`src/rtl/sc_bitstream_decoder.sv`:
```
// Stochastic bitstream decoder: counts ones over a window of 2^LOG_LEN
// valid bits and reports the total with a one-cycle done pulse.
module sc_bitstream_decoder #(
    parameter int LOG_LEN = 8
) (
    input  logic             clk,
    input  logic             rst,
    input  logic             start,
    input  logic             abort,
    input  logic             in_valid,
    input  logic             in_bit,
    output logic             busy,
    output logic             done,
    output logic [LOG_LEN:0] count
);

    typedef enum logic {
        IDLE,
        COUNT
    } state_t;

    localparam logic [LOG_LEN-1:0] BIT_ONE = 1;

    state_t             state;
    state_t             state_n;
    logic [LOG_LEN:0]   acc;
    logic [LOG_LEN:0]   acc_n;
    logic [LOG_LEN:0]   count_n;
    logic [LOG_LEN:0]   sum;
    logic [LOG_LEN-1:0] bits;
    logic [LOG_LEN-1:0] bits_n;
    logic               done_n;
    logic               last;

    assign sum  = acc + {{LOG_LEN{1'b0}}, in_bit};
    // bits holds the number already sampled, so all-ones means
    // the bit arriving now completes the window.
    assign last = &bits;
    assign busy = (state == COUNT);

    always_ff @(posedge clk or negedge rst) begin
        if (!rst) begin
            state <= IDLE;
            acc   <= '0;
            bits  <= '0;
            count <= '0;
            done  <= 1'b0;
        end else begin
            state <= state_n;
            acc   <= acc_n;
            bits  <= bits_n;
            count <= count_n;
            done  <= done_n;
        end
    end

    always_comb begin
        state_n = state;
        acc_n   = acc;
        bits_n  = bits;
        count_n = count;
        done_n  = 1'b0;
        unique case (state)
            IDLE: begin
                if (start) begin
                    state_n = COUNT;
                    acc_n   = '0;
                    bits_n  = '0;
                end
            end
            COUNT: begin
                unique case (1'b1)
                    abort: begin
                        state_n = IDLE;
                    end
                    (!abort && in_valid && last): begin
                        state_n = IDLE;
                        count_n = sum;
                        done_n  = 1'b1;
                    end
                    (!abort && in_valid && !last): begin
                        acc_n  = sum;
                        bits_n = bits + BIT_ONE;
                    end
                    (!abort && !in_valid): begin
                        state_n = COUNT;
                    end
                    default: begin
                        state_n = state;
                    end
                endcase
            end
            default: begin
                state_n = IDLE;
            end
        endcase
    end

endmodule
```
`config.mk`:
```
export PLATFORM = sky130hd
export DESIGN_NAME = sc_bitstream_decoder
export DESIGN_NICKNAME = d
export VERILOG_FILES = /design/src/rtl/sc_bitstream_decoder.sv
export SDC_FILE = /design/constraint.sdc
export NUM_CORES = 1
export LEC_CHECK = 0
export BUFFER_PORTS_ARGS = -buffer_cell sky130_fd_sc_hd__buf_2
export CORE_UTILIZATION = 50
export DETAILED_ROUTE_END_ITERATION = 7
export PLACE_DENSITY = 0.79
export SYNTH_ARGS = -nofsm -noshare
export SYNTH_HDL_FRONTEND = slang
export SYNTH_SLANG_ARGS = --single-unit
```
`constraint.sdc`:
```
create_clock -name clk -period 3.4 [get_ports clk]
set_clock_uncertainty 0.2 [all_clocks]
set_input_delay 0.17 -clock clk [delete_from_list [all_inputs] [get_ports clk]]
set_output_delay 0.17 -clock clk [all_outputs]
set_load 0.01 [all_outputs]
```
==> impl_results.md <==
- Status: finished, final reports clean
- Req. time, crit path: 3430 ps
- Warnings, synthesis: 0
- Count of different cell masters after synthesis: 38
- CP max stage cell: a21oi_2
- Hold depth: 3
- Top cells by instance count after synthesis: dfrtp_1, nor2_1, nand3_1, a21oi_1, nand2_1
- Sequential power share: 0.619
- Setup-failing EPs final: 0
- Worst path arrival time: 2340 ps
- Wire per inst: 14.76 µm
- First-pass GRT wire length: 4.747 mm
- Final net count: 170
- Seq/Total Area, Yosys: 0.4782
- Clock power frac: 0.276
- Post-layout min period: 2311 ps
- Area growth syn-to-layout: 9.992%
- DP HPWL: 1.996 mm
- Pint: 0.4324 mW
- Initial DRC Count: 39
- Top-count cell post-synth: dfrtp_1
- Psw: 0.1511 mW
- Number of top-level pins: 17
- Cell Pwr Density: 362.0 mW/mm²
- Die height: 56.13 µm
- Std cell rows: 19
- CP startpoint kind: flop
- Reg clk slew, reported paths: 140 ps
- All-Layer GR Usage: 0.1946
- CTS root buf: clkbuf_4
- Synth Net Count: 151
- Finished Cell Area: 0.001612 mm²
- LEAKAGE: 0.7992 nW
- Via-per-instance ratio: 5.864
- CTS Buffer Depth: 2
- Gate Count Post-Synth: 142
- Max-slew headroom: 0.5723
- Mapped cell area: 0.001465 mm²
- Synth area leader: dfrtp_1
- Core region area: 0.002758 mm²
- Critical path class: flop to flop
- Starting Density: 0.5313
- I/O Buffers: 16
- Number of fill cells in the layout: 236
- CP cell instances: ha_1 > and3_1 > a21oi_2 > nor2_2 > a221o_1
- Max-slew violations: 0
- Worst R2R Path Depth: 5
- Routed via count: 1120
- Crit-path max cell delay: 470 ps
- Routed Antenna Nets: 0
- Clock Latency Late Sink: 330 ps
- WHS: 75.11 ps
- Top achievable clock speed: 0.4327 GHz
- Register Area: 700.7 µm²
- Final Non-Filler Cells: 191
- Die width: 56.13 µm
- Post-place instance area: 0.001535 mm²
- Die area: 0.003151 mm²
- Syn avg cell area: 10.32 µm²
- H-tree levels: 1
- # DRC: 0
- Total Wirelength: 2.820 mm
- Max FO, Critical Path: 12
- Bufs and invs on worst path: 0
- DRT Pass-1 Iters: 6
- TNS Setup: 0 ps
- CTS tree: done
- Final period util: 0.6797
- Fin. Hold Viols: 0
- Top cells by area, synth: dfrtp_1, nand3_1, xnor2_1
- Max_cap viols: 0
- Switching share of power: 0.2589
- Critical path depth: 5
- Total grt overflow: 0
- Post-synth top area share: 0.4782
- Unrepaired setup endpoints after global routing: false
- Share of cells above drive strength 1: 0.2000
- Post-CTS sizing: 0
- Vias in the first global route: 1110
- Synth Register Bits: 28
- CTS buffer count: 3
- Placer Congestion: 0.9062
- Placed Cells: 183
- Combined area of the multi-input logic cells: 708.2 µm²
- Logic pwr share: 0.104
- Delay-heaviest family, CP: compound AO/OA/AOI/OAI gates
- Peak VDD IR: 233.4 µV
- Largest net degree at the start of global routing: 29
- Antenna violations before repair: 0
- EDFF count, synth: 0
- Diodes inserted: 0
- Ys flop type: dfrtp_1
- Asr flop ratio synth: 1.000
- Sink Count: 28
- Worst-margin pin slew: 641.5 ps
- Setup crit end kind: flop
- Type of the most critical hold path: primary input to flop
==> per-stage QoR <==
| step | power (mW) | worst slack [ps] | utilization |
|---|---|---|---|
| floorplan | 0.4000 | 1436 | - |
| global placement | 0.4192 | 1252 | 0.5567 |
| detailed placement | 0.4226 | 1124 | 0.5567 |
| CTS | 0.5860 | 1100 | 0.5844 |
| global route | 0.6113 | 963.7 | 0.5844 |
| finish | 0.5835 | 1089 | 0.5844 |
==> flip-flops by register name (all words and copies together), names as in the netlist <==
register and count:
done 1, bits 8, count 9, busy 1, acc 9
==> power by group through the flow <==
| stage | sequential [mW] | combinational, mW | clock [mW] |
|---|---|---|---|
| 3_3_place_gp | 0.365 | 0.0541 | 0 |
| 3_5_place_dp | 0.367 | 0.0560 | 0 |
| 6_report | 0.361 | 0.0608 | 0.161 |
| 4_1_cts | 0.360 | 0.0608 | 0.165 |
| 2_1_floorplan | 0.364 | 0.0359 | 0 |
| 5_1_grt | 0.364 | 0.0683 | 0.179 |
==> cell type report <==
type                    count  area share
multi-input cells         106      0.4394
flip-flops and latches     28      0.4348
repair buffers             20     0.07453
well taps                  31     0.02407
clock buffers               4     0.02252
inverters                   2    0.004658
==> layout by cell type (no fill, tap or decap), types with 3 or more instances in the layout <==
cell           Yosys  layout
dfrtp_1           28      28
buf_2              0      16
nor2_1            13      13
nand3_1           11      11
a21oi_1           10      10
nand2_1            8       8
nor3_1             7       7
and3_1             6       6
xnor2_1            6       6
a211o_1            4       4
dlygate4sd3_1      0       4
nand3_2            3       3
nor2b_1            3       3
a221o_1            3       3
xor2_1             3       3
o21ai_0            3       3
ha_1               3       3
clkbuf_4           0       3
==> worst paths after layout <==
| check | to | slack, ps | start |
|---|---|---|---|
| min in group asynchronous | done | 170 | rst |
| worst max register to register | acc[7] | 1090 | bits[0] |
| worst min register to register | count[0] | 300 | count[0] |
| worst max-delay path | acc[7] | 1090 | bits[0] |
| max in group asynchronous | count[3] | 2430 | rst |
| worst min-delay path | bits[4] | 80 | start |
==> timing repair <==
action,4_1_cts,5_1_grt
setup buffers,0,0
endpoints found under the hold margin,30,0
hold buffers,4,0
==> tightest hold or removal path: stages <==
cell	delay [ps]
buf_2	110
nor2b_1	180
nor2_1	110
==> metal layers <==
| metal | part of all wire | global-route usage | wire length [µm] |
|---|---|---|---|
| met5 | 0 | 0 | 0 |
| met2 | 0.51 | 0.3520 | 1452 |
| met1 | 0.44 | 0.2215 | 1236 |
| met4 | 0.019 | 0.08362 | 53 |
| met3 | 0.028 | 0.03721 | 79 |
==> kinds of logic (layout without fill, tap and decap cells) <==
logic type | after synthesis | after routing | synth area share
AOI/OAI and AO/OA | 29 | 29 | 0.1401
xor gates and xnor gates | 9 | 9 | 0.05380
adders and majority gates | 3 | 3 | 0.02562
buffers and inverters | 8 | 26 | 0.03843
DFF | 28 | 28 | 0.4782
muxes | 2 | 2 | 0.01537
and+or+nand+nor | 63 | 63 | 0.2485
(Power assumes the default switching activity.)
